`src/rtl/framing_pkg.sv`:
```
// rtl/framing_pkg.sv - shared encodings and constants for the framing path
package framing_pkg;

    typedef enum logic [2:0] {
        ST_IDLE      = 3'd0,
        ST_COLLECT   = 3'd1,
        ST_EMIT      = 3'd2,
        ST_WAIT_DOWN = 3'd3,
        ST_GUARD     = 3'd4
    } state_t;

    localparam logic [15:0] CRC_POLY      = 16'h1021;
    localparam logic [15:0] CRC_INIT      = 16'hFFFF;
    localparam int          FIFO_CAPACITY = 20;

endpackage

```
`src/rtl/crc16_step.sv`:
```
// rtl/crc16_step.sv - one-byte CRC-16/CCITT-FALSE update, MSB first
module crc16_step
    import framing_pkg::*;
(
    input  logic [15:0] crc_in,
    input  logic [7:0]  data,
    output logic [15:0] crc_out
);

    logic [15:0] c;

    always_comb begin
        c = crc_in ^ {data, 8'h00};
        for (int i = 0; i < 8; i++) begin
            c = c[15] ? ((c << 1) ^ CRC_POLY) : (c << 1);
        end
        crc_out = c;
    end

endmodule

```
`src/rtl/frame_crc_appender.sv`:
```
// rtl/frame_crc_appender.sv - buffers a payload frame and emits it with CRC-16 appended
module frame_crc_appender
    import framing_pkg::*;
#(
    parameter int MAX_PAYLOAD  = 18,
    parameter int GUARD_CYCLES = 16
) (
    input  logic       clk,
    input  logic       reset,
    input  logic [7:0] din,
    input  logic       din_valid,
    input  logic       din_last,
    output logic       din_ready,
    output logic [7:0] dout,
    output logic       dout_valid,
    input  logic       ds_indicator,
    output logic       error
);

    localparam int LEN_W  = $clog2(MAX_PAYLOAD + 1);
    localparam int RD_W   = LEN_W + 1;
    localparam int BUF_AW = (MAX_PAYLOAD > 1) ? $clog2(MAX_PAYLOAD) : 1;
    localparam int GC_W   = (GUARD_CYCLES > 0) ? $clog2(GUARD_CYCLES + 1) : 1;
    localparam logic [LEN_W-1:0] LEN_MAX   = LEN_W'(MAX_PAYLOAD);
    localparam logic [GC_W-1:0]  GUARD_END = GC_W'(GUARD_CYCLES);

    state_t            state, next_state;
    logic [7:0]        payload_mem [MAX_PAYLOAD];
    logic [LEN_W-1:0]  len;
    logic [RD_W-1:0]   rd_idx;
    logic [15:0]       crc, crc_seed, crc_next;
    logic              ind_seen;
    logic [GC_W-1:0]   guard_cnt;

    logic              accept, overflow, emit_done;
    logic [BUF_AW-1:0] wr_idx;
    logic [7:0]        emit_byte, dout_d;
    logic              dout_valid_d, error_d;

    assign accept    = din_valid & din_ready;
    // A byte arriving with the buffer already full cannot be stored, so the frame is dropped.
    assign overflow  = (state == ST_COLLECT) && accept && (len == LEN_MAX);
    assign emit_done = (rd_idx == ({1'b0, len} + RD_W'(1)));
    assign wr_idx    = (state == ST_IDLE) ? '0 : len[BUF_AW-1:0];
    assign crc_seed  = (state == ST_IDLE) ? CRC_INIT : crc;

    crc16_step u_crc_step (
        .crc_in  (crc_seed),
        .data    (din),
        .crc_out (crc_next)
    );

    always_ff @(posedge clk) begin
        if (reset) begin
            state <= ST_IDLE;
        end else begin
            state <= next_state;
        end
    end

    always_comb begin
        next_state = state;
        case (state)
            ST_IDLE:      if (accept) next_state = din_last ? ST_EMIT : ST_COLLECT;
            ST_COLLECT:   if (overflow) next_state = ST_IDLE;
                          else if (accept && din_last) next_state = ST_EMIT;
            ST_EMIT:      if (emit_done) next_state = ST_WAIT_DOWN;
            ST_WAIT_DOWN: if (ds_indicator && ind_seen) next_state = ST_GUARD;
            ST_GUARD:     if (guard_cnt == GUARD_END) next_state = ST_IDLE;
            default:      next_state = ST_IDLE;
        endcase
    end

    always_comb begin
        din_ready = (state == ST_IDLE) || (state == ST_COLLECT);
        if (rd_idx < {1'b0, len}) begin
            emit_byte = payload_mem[rd_idx[BUF_AW-1:0]];
        end else if (rd_idx == {1'b0, len}) begin
            emit_byte = crc[15:8];
        end else begin
            emit_byte = crc[7:0];
        end
        dout_valid_d = (state == ST_EMIT);
        dout_d       = dout_valid_d ? emit_byte : 8'h00;
        error_d      = overflow;
    end

    always_ff @(posedge clk) begin
        if (accept && !overflow) begin
            payload_mem[wr_idx] <= din;
        end
    end

    always_ff @(posedge clk) begin
        if (reset) begin
            len        <= '0;
            crc        <= '0;
            rd_idx     <= '0;
            ind_seen   <= 1'b0;
            guard_cnt  <= '0;
            dout       <= 8'h00;
            dout_valid <= 1'b0;
            error      <= 1'b0;
        end else begin
            dout       <= dout_d;
            dout_valid <= dout_valid_d;
            error      <= error_d;
            case (state)
                ST_IDLE: begin
                    rd_idx    <= '0;
                    ind_seen  <= 1'b0;
                    guard_cnt <= '0;
                    if (accept) begin
                        len <= LEN_W'(1);
                        crc <= crc_next;
                    end
                end
                ST_COLLECT: begin
                    if (overflow) begin
                        len <= '0;
                    end else if (accept) begin
                        len <= len + LEN_W'(1);
                        crc <= crc_next;
                    end
                end
                ST_EMIT: rd_idx <= rd_idx + RD_W'(1);
                ST_WAIT_DOWN: begin
                    guard_cnt <= '0;
                    if (ds_indicator) ind_seen <= 1'b1;
                end
                ST_GUARD: begin
                    ind_seen  <= 1'b0;
                    guard_cnt <= guard_cnt + GC_W'(1);
                end
                default: ;
            endcase
        end
    end

endmodule

```
`config.mk`:
```
export PLATFORM = sky130hd
export DESIGN_NAME = frame_crc_appender
export DESIGN_NICKNAME = d
export VERILOG_FILES = /design/src/rtl/framing_pkg.sv /design/src/rtl/crc16_step.sv /design/src/rtl/frame_crc_appender.sv
export SDC_FILE = /design/constraint.sdc
export NUM_CORES = 1
export LEC_CHECK = 0
export CAP_MARGIN = 20
export CORE_UTILIZATION = 30
export DETAILED_ROUTE_END_ITERATION = 8
export GPL_ROUTABILITY_DRIVEN = 0
export SETUP_SLACK_MARGIN = 0.4
export SLEW_MARGIN = 25
export SYNTH_ARGS = -nofsm -noshare
export SYNTH_HDL_FRONTEND = slang
export SYNTH_SLANG_ARGS = --single-unit
```
`constraint.sdc`:
```
create_clock -name clk -period 2.53 [get_ports clk]
set_input_delay 0.3795 -clock clk [delete_from_list [all_inputs] [get_ports clk]]
set_output_delay 0.3795 -clock clk [all_outputs]
set_load 0.1 [all_outputs]
```
# Word-level counts from Yosys, hierarchy flattened
# Memories as Yosys holds them, arrays and structs flattened. A register that Yosys moved wholly into a read port is not among the register bits.
# Index checks and enable logic that the tools add are counted.
# totals
regBits	46
latch_bits	0
ramBits	144
rom_bits	0
input_bits	13
wordCells	96
n_memories	1
# op_classes
add_sub_neg	4
n_mul	0
div_mod_pow	0
magnitude_cmp	1
n_eq_ne	16
shifts	0
n_mux	35
n_bitwise	11
reduce_logical	19
# memory_table
name	words	word_bits	rd	rd_ports_with_merged_regs	write_ports	line_no	text
payload_mem	18	8	1	1	1	frame_crc_appender.sv:28	logic [7:0] payload_mem [MAX_PAYLOAD];
# ops
op	n
$mux 13	8
$mux 16	3
$pmux 16 s2	1
$mux 5	6
$not 3->3	8
$pmux 5 s2	2
$mux 3	6
$mux 8	2
$xor 16x16->16	1
$pmux 3 s5	1
$ne 2x2->1 const B	6
$pmux 6 s2	1
$add 5x1->5 const B	2
$eq 5x5->1 const B	2
$reduce_bool 2->1	4
$add 5x1->6 const B	1
$add 6x1->6 const B	1
$eq 3x2->1 const B	2
$eq 6x5->1	1
$eq 6x6->1	1
$lt 6x5->1	1
$reduce_or 2->1	3
$logic_and 1x1->1	5
$reduce_and 5->1	1
other kinds (14)	17

# Depth between registers and ports, before layout
# depth
depth_word	22
ltp_mapped	9

# By module
# Synthesis repeated with hierarchy kept, for this count alone.
# unflattened
hier_cells	682
area_unflattened_um2	8628.3
# by_module_without_submodules
mod	instances	cells_each	area_per_inst_um2	seq_area_each_um2
frame_crc_appender	1	657	8251.7	5345.1
crc16_step	1	25	376.6	0.0

# Least setup slack after synthesis
# OpenSTA, ideal clock, no wires.
# synth_timing
path_kind	register -> register
start	register state[2]
end	memory payload_mem[17][0] (enable)
setup_time_ns	0.383
t_arrival_ns	2.793
required_ns	2.147
path_slack_ns	-0.646
path_stages_with_launch	7
synth_period_minus_slack_ns	3.176
path_cell_list	dfxtp_1 -> buf_2 -> nor2_2 -> nand2_1 -> nor3_1 -> nand3_1 -> nor3_1
# synth_between
elab_chain_len	9
word_cells_on_any_way	11
cone_classes	eq/ne (1); mux (3); bitwise (1); reduce/logical (6)
# synth_rtl
element	line_no	text
start, declared	frame_crc_appender.sv:27	state_t state, next_state;
start signal, assigned	frame_crc_appender.sv:57	state <= next_state;
$eq 3x1->1 or $logic_not 3->1 (tied branches)	frame_crc_appender.sv:75	din_ready = (state == ST_IDLE) || (state == ST_COLLECT);
$logic_or 1x1->1 *	frame_crc_appender.sv:75	
via din_ready	frame_crc_appender.sv:13	output logic din_ready,
$and 1x1->1 *	frame_crc_appender.sv:40	assign accept = din_valid & din_ready;
$logic_and 1x1->1 (2 in a row)	frame_crc_appender.sv:42	assign overflow = (state == ST_COLLECT) && accept && (len == LEN_MAX);
$logic_not 1->1	frame_crc_appender.sv:89	if (accept && !overflow) begin
$logic_and 1x1->1 *	frame_crc_appender.sv:89	
$mux 1 *	frame_crc_appender.sv:89	
$mux 1 (implied by the code) *	frame_crc_appender.sv:90	payload_mem[wr_idx] <= din;
end, declared	frame_crc_appender.sv:28	
# Mark *: on every way through the listed nets, which the timed path passes. The rest lies on a longest branch.

# Worst setup path after layout
# layout_timing
start	register len[1]
end	memory payload_mem[17][4] (enable)
# layout_between
elab_chain_len	6
word_cells_on_any_way	7
cone_classes	eq/ne (1); mux (3); reduce/logical (3)
# layout_rtl
element	line_no	text
start, declared	frame_crc_appender.sv:29	logic [LEN_W-1:0] len;
start signal, assigned	frame_crc_appender.sv:122	len <= len + LEN_W'(1);
$eq 5x5->1	frame_crc_appender.sv:42	
$logic_and 1x1->1	frame_crc_appender.sv:42	
$logic_not 1->1	frame_crc_appender.sv:89	
$logic_and 1x1->1	frame_crc_appender.sv:89	
$mux 1	frame_crc_appender.sv:89	
$mux 1 (implied by the code)	frame_crc_appender.sv:90	
# Parallel ways exist; a longest one is shown, timed or not.

==> out/metrics.yaml <==
ys_ff_latch: 195
timing.hold.ws_ns: 0.478
die_w_um: 171
cts_hold_buf: 0
grt_usage: 0.147
setup_slack_ns: 0.450
cpMaxStageDelayCell: "nor3_4"
cts_max_path_buffers: 2
finalSetupViolCount: 0
tns_ns: 0
ys_warn_count: 0
synth_edf_count: 144
ctsRootBufferMaster: "clkbuf_16"
finalHoldViolations: 0
rsz0062_at_grt: "true"
die_area_um2: 29300
dp_hpwl_um: 14300
rows: 61
cp.required_ns: 2.68
final_cell_mix: "edfxtp_1 (144), buf_4 (52), mux2i_1 (47)"
cts_sinks: 195
worstMarginPinSlew_ns: 0.830
wl_per_cell_um: 18.7
finalPower_mw: 8.96
power_density_nw_per_um2: 876
wirelength_um: 20600
crit_arrival_ns: 2.23
stdcell_area_um2: 10200
worstSetupEndpointType: "flip-flop"
timing.final.crit_share: 0.822
postSynthCellCount: 656
ys_seq_area_frac: 0.623
placed_cell_area_um2: 9540
clkSlewWorstSetupHoldPaths_ns: 0.07
dp_slack_ns: 0.110
timing.critical_path.cells: "buf_4 > ha_1 > nand2_2 > nor2_4 > nor3_4 > nand3_4 > buf_4 > nor3_4 > buf_12"
cts_buffers: 17
ios: 24
clock_latency_ns: 0.43
layout_commonest_cell: "edfxtp_1"
area_delta_synth_final_pct: 19.2
antenna_cells: 0
port_buffers: 23
vias: 5343
cts_tree: "built"
ys_types: 61
path_class: "reg2reg"
avgSynthCellArea_um2: 13.1
max_freq_ghz: 0.481
drv_cap: 0
slew_headroom: 0.444
dr.pass1.iters: 5
start_util: 0.307
grt_pass1_vias: 5267
status: "complete, no violations"
drv_slew: 0
antenna_left: 0
period_minus_slack_ns: 2.08
core_um2: 27900
grt_pass1_wl_um: 31300
slowest_delay_ns: 0.34
grt_max_degree: 27
synthesis.area_um2: 8580
h-tree-depth: 4
ys.flop_type: "edfxtp_1"
drive_gt1_frac: 0.211
async_reset_ff_frac: 0
finalNetCount: 734
crit_fanout: 8
die-height_um: 171
fill_cells: 2711
overflow: 0
start_kind: "flip-flop"
antenna_found_initial: 0
p_leak_nw: 3.28
hp-class: "reg2reg"
fin_skew_ns: 0.0105
syn_nets: 679
vias_per_cell: 4.85
vdd_drop_max_mv: 0.463
drt-initial-drc-count: 435
drcViolationCount: 0
## path summary, 6_finish.rpt
kind,startpoint,end,slack (ns),cells past startpoint
min,ind_seen,ind_seen,0.48,2
max,len[1],payload_mem[17][4],0.45,9
min reg2reg,ind_seen,ind_seen,0.48,2
max reg2reg,len[1],payload_mem[17][4],0.45,9
## critical path: cells and delay by family, from the launching register on
family                     cells  cell delay (ns)
DFF                            1             0.32
buffers and inverters          3             0.48
adders and majority gates      1             0.19
and+or+nand+nor                5             0.80
## synthesized netlist by cell type (10+ instances only)
library cell	n	area, µm²
a21oi_1	22	110
a22oi_1	17	128
and3_1	10	62.6
buf_2	12	60.1
clkbuf_1	15	56.3
dfxtp_1	51	1020
edfxtp_1	144	4320
ha_1	10	125
inv_1	10	37.5
mux2_2	10	113
mux2i_1	47	470
mux4_2	11	248
nand2_1	48	180
nand3_1	33	165
nor2_1	46	173
nor2b_1	11	68.8
nor3_1	12	60.1
o21ai_0	16	80.1
xnor2_1	31	272
xor2_1	10	87.6
## report_power, final
| part | switching, mW | total, mW | internal [mW] |
|---|---|---|---|
| sequential | 0.199 | 3.82 | 3.62 |
| combinational | 1.50 | 2.55 | 1.05 |
| clock | 1.22 | 2.59 | 1.37 |
| total | 2.92 | 8.96 | 6.04 |
## per-layer routing
metal	GRT usage	share of wire	up-vias
met5	0	0	-
met4	0.0443	0.0076	0
met3	0.0245	0.031	7
met2	0.248	0.50	117
met1	0.193	0.46	2662
li1	-	-	2557
## cell families (layout without fill, tap and decap cells)
group,after synthesis,in the layout,synth area share
buf+inv,44,112,0.0249
simple gates,205,205,0.123
mux,68,68,0.0968
flops,195,195,0.623
fa+ha+maj,10,10,0.0146
compound gates,93,93,0.0758
xor+xnor,41,41,0.0419
## sequential cells by signal (all words and copies together), names as in the netlist, named ones only
signal / count
crc: 16
dout: 8
dout_valid: 1
error: 1
guard_cnt: 5
ind_seen: 1
len: 5
payload_mem: 144
rd_idx: 6
state: 3
## repair_timing
item                                    in CTS  in global routing
hold endpoints to repair                     0                  0
cloned                                       0                  0
endpoints found under the setup margin      43                150
buffers inserted                             0                  6
resized for setup                            4                 12
pin swaps                                    1                  6
## area by class of cell
cell class | instances | area [µm²] | area share
clock buffers | 19 | 433 | 0.0423
clock inverters | 13 | 125 | 0.0122
inverters | 10 | 37.5 | 0.00367
multi-input cells | 417 | 3190 | 0.312
flip-flops and latches | 195 | 5350 | 0.523
well taps | 378 | 473 | 0.0462
repair buffers | 70 | 613 | 0.0599
## through the flow
step	instances	util
after global routing	1102	0.366
after CTS	1096	0.362
after floorplan	656	-
after detailed placement	1064	0.342
after global placement	1064	0.342
final	1102	0.366
(Power assumes the default switching activity.)
==> RTL change (config.mk and constraints unchanged) <==
Re-encode `state_t` (5 states) as one-hot, 5 bits wide.
--- a/src/rtl/framing_pkg.sv
+++ b/src/rtl/framing_pkg.sv
@@ -1,12 +1,12 @@
 // rtl/framing_pkg.sv - shared encodings and constants for the framing path
 package framing_pkg;
 
-    typedef enum logic [2:0] {
-        ST_IDLE      = 3'd0,
-        ST_COLLECT   = 3'd1,
-        ST_EMIT      = 3'd2,
-        ST_WAIT_DOWN = 3'd3,
-        ST_GUARD     = 3'd4
+    typedef enum logic [4:0] {
+        ST_IDLE      = 5'b00001,
+        ST_COLLECT   = 5'b00010,
+        ST_EMIT      = 5'b00100,
+        ST_WAIT_DOWN = 5'b01000,
+        ST_GUARD     = 5'b10000
     } state_t;
 
     localparam logic [15:0] CRC_POLY      = 16'h1021;
Behaviour: same outputs for any inputs over 4 cycles, from zero or initial values and one cycle with reset high; so few cycles prove little.
==> RTL change against the original RTL <==
Sequential cell count grew 2. Routed wire length shrank 3.2%. Core utilization grew 1.9 points. Worst setup slack lost 0.038 ns. Area after synthesis grew 0.71%. Cell area grew 5.8%. Global-route usage shrank 0.27 points. Critical path type unchanged. Largest cell class unchanged.
Power is not compared: it rests on default switching activity, and its combinational part moved more than twofold at a synthesized area within 25%.
==> RTL change: results <==
run_status:
  status: "finished, final reports clean"
critical_path:
  crit_slowest_cell: "mux4_2"
  worstPathBufferInverterCount: 1
  crit_path_max_fanout: 12
  max_stage_delay_ns: 0.55
logic_synthesis:
  synth_xor_area_share_pct: 4.81
  ys_top_cells_by_area: "edfxtp_1 (50%), dfxtp_1 (12%), mux4_2 (8.3%)"
  syn_inst: 613
  synth.net_count: 636
  synthAdderAreaFrac_pct: 1.45
  yosysSeqAreaShare_pct: 62.3
  synth-compound-area-share_pct: 7.27
clocking:
  postCtsSetupRepairBufs: 9
  cts_resized: 22
route:
  viasPerCell: 4.82
  dr_wl_met2_um: 10000
  first_iter_violations: 424
  routedWlPerCell_um: 18.4
  wl_met3_um: 740
grt:
  grt_usage_pct: 14.5
  grt_max_degree: 33
  grt_use_met1_pct: 19.1
place:
  dp_cells: 1026
  hpwl_um: 13500
final_layout:
  syn_to_final_growth_pct: 25.2
  nNetsFinal: 718
timing:
  skew_ns: 0.0177
floorplan:
  dieArea_sq_um: 29500
  fp.dieW_um: 172
==> RTL change: layout make-up <==
type | count | share of cell area, %
repair buffers | 96 | 8.34
multi-input cells | 370 | 31.0
clock buffers | 17 | 3.93
clock inverters | 15 | 1.91
inverters | 13 | 0.474
flip-flops and latches | 197 | 50.0
well taps | 378 | 4.37
==> RTL change: worst paths after layout <==
kind | endpoint | slack, ns | cells after the start
worst max-delay path | dout[5]$_SDFF_PP0_ | 0.41 | 6
worst min register to register | crc[0]$_SDFFE_PP0P_ | 0.48 | 2
worst max register to register | dout[5]$_SDFF_PP0_ | 0.41 | 6
worst min-delay path | crc[0]$_SDFFE_PP0P_ | 0.48 | 2
==> RTL change: worst register-to-register path: stages, from the launching register on <==
cell	delay (ns)
dfxtp_4	0.41
buf_12	0.18
mux4_2	0.56
mux2i_2	0.26
nor2_1	0.10
a2111oi_1	0.39
a211oi_1	0.10
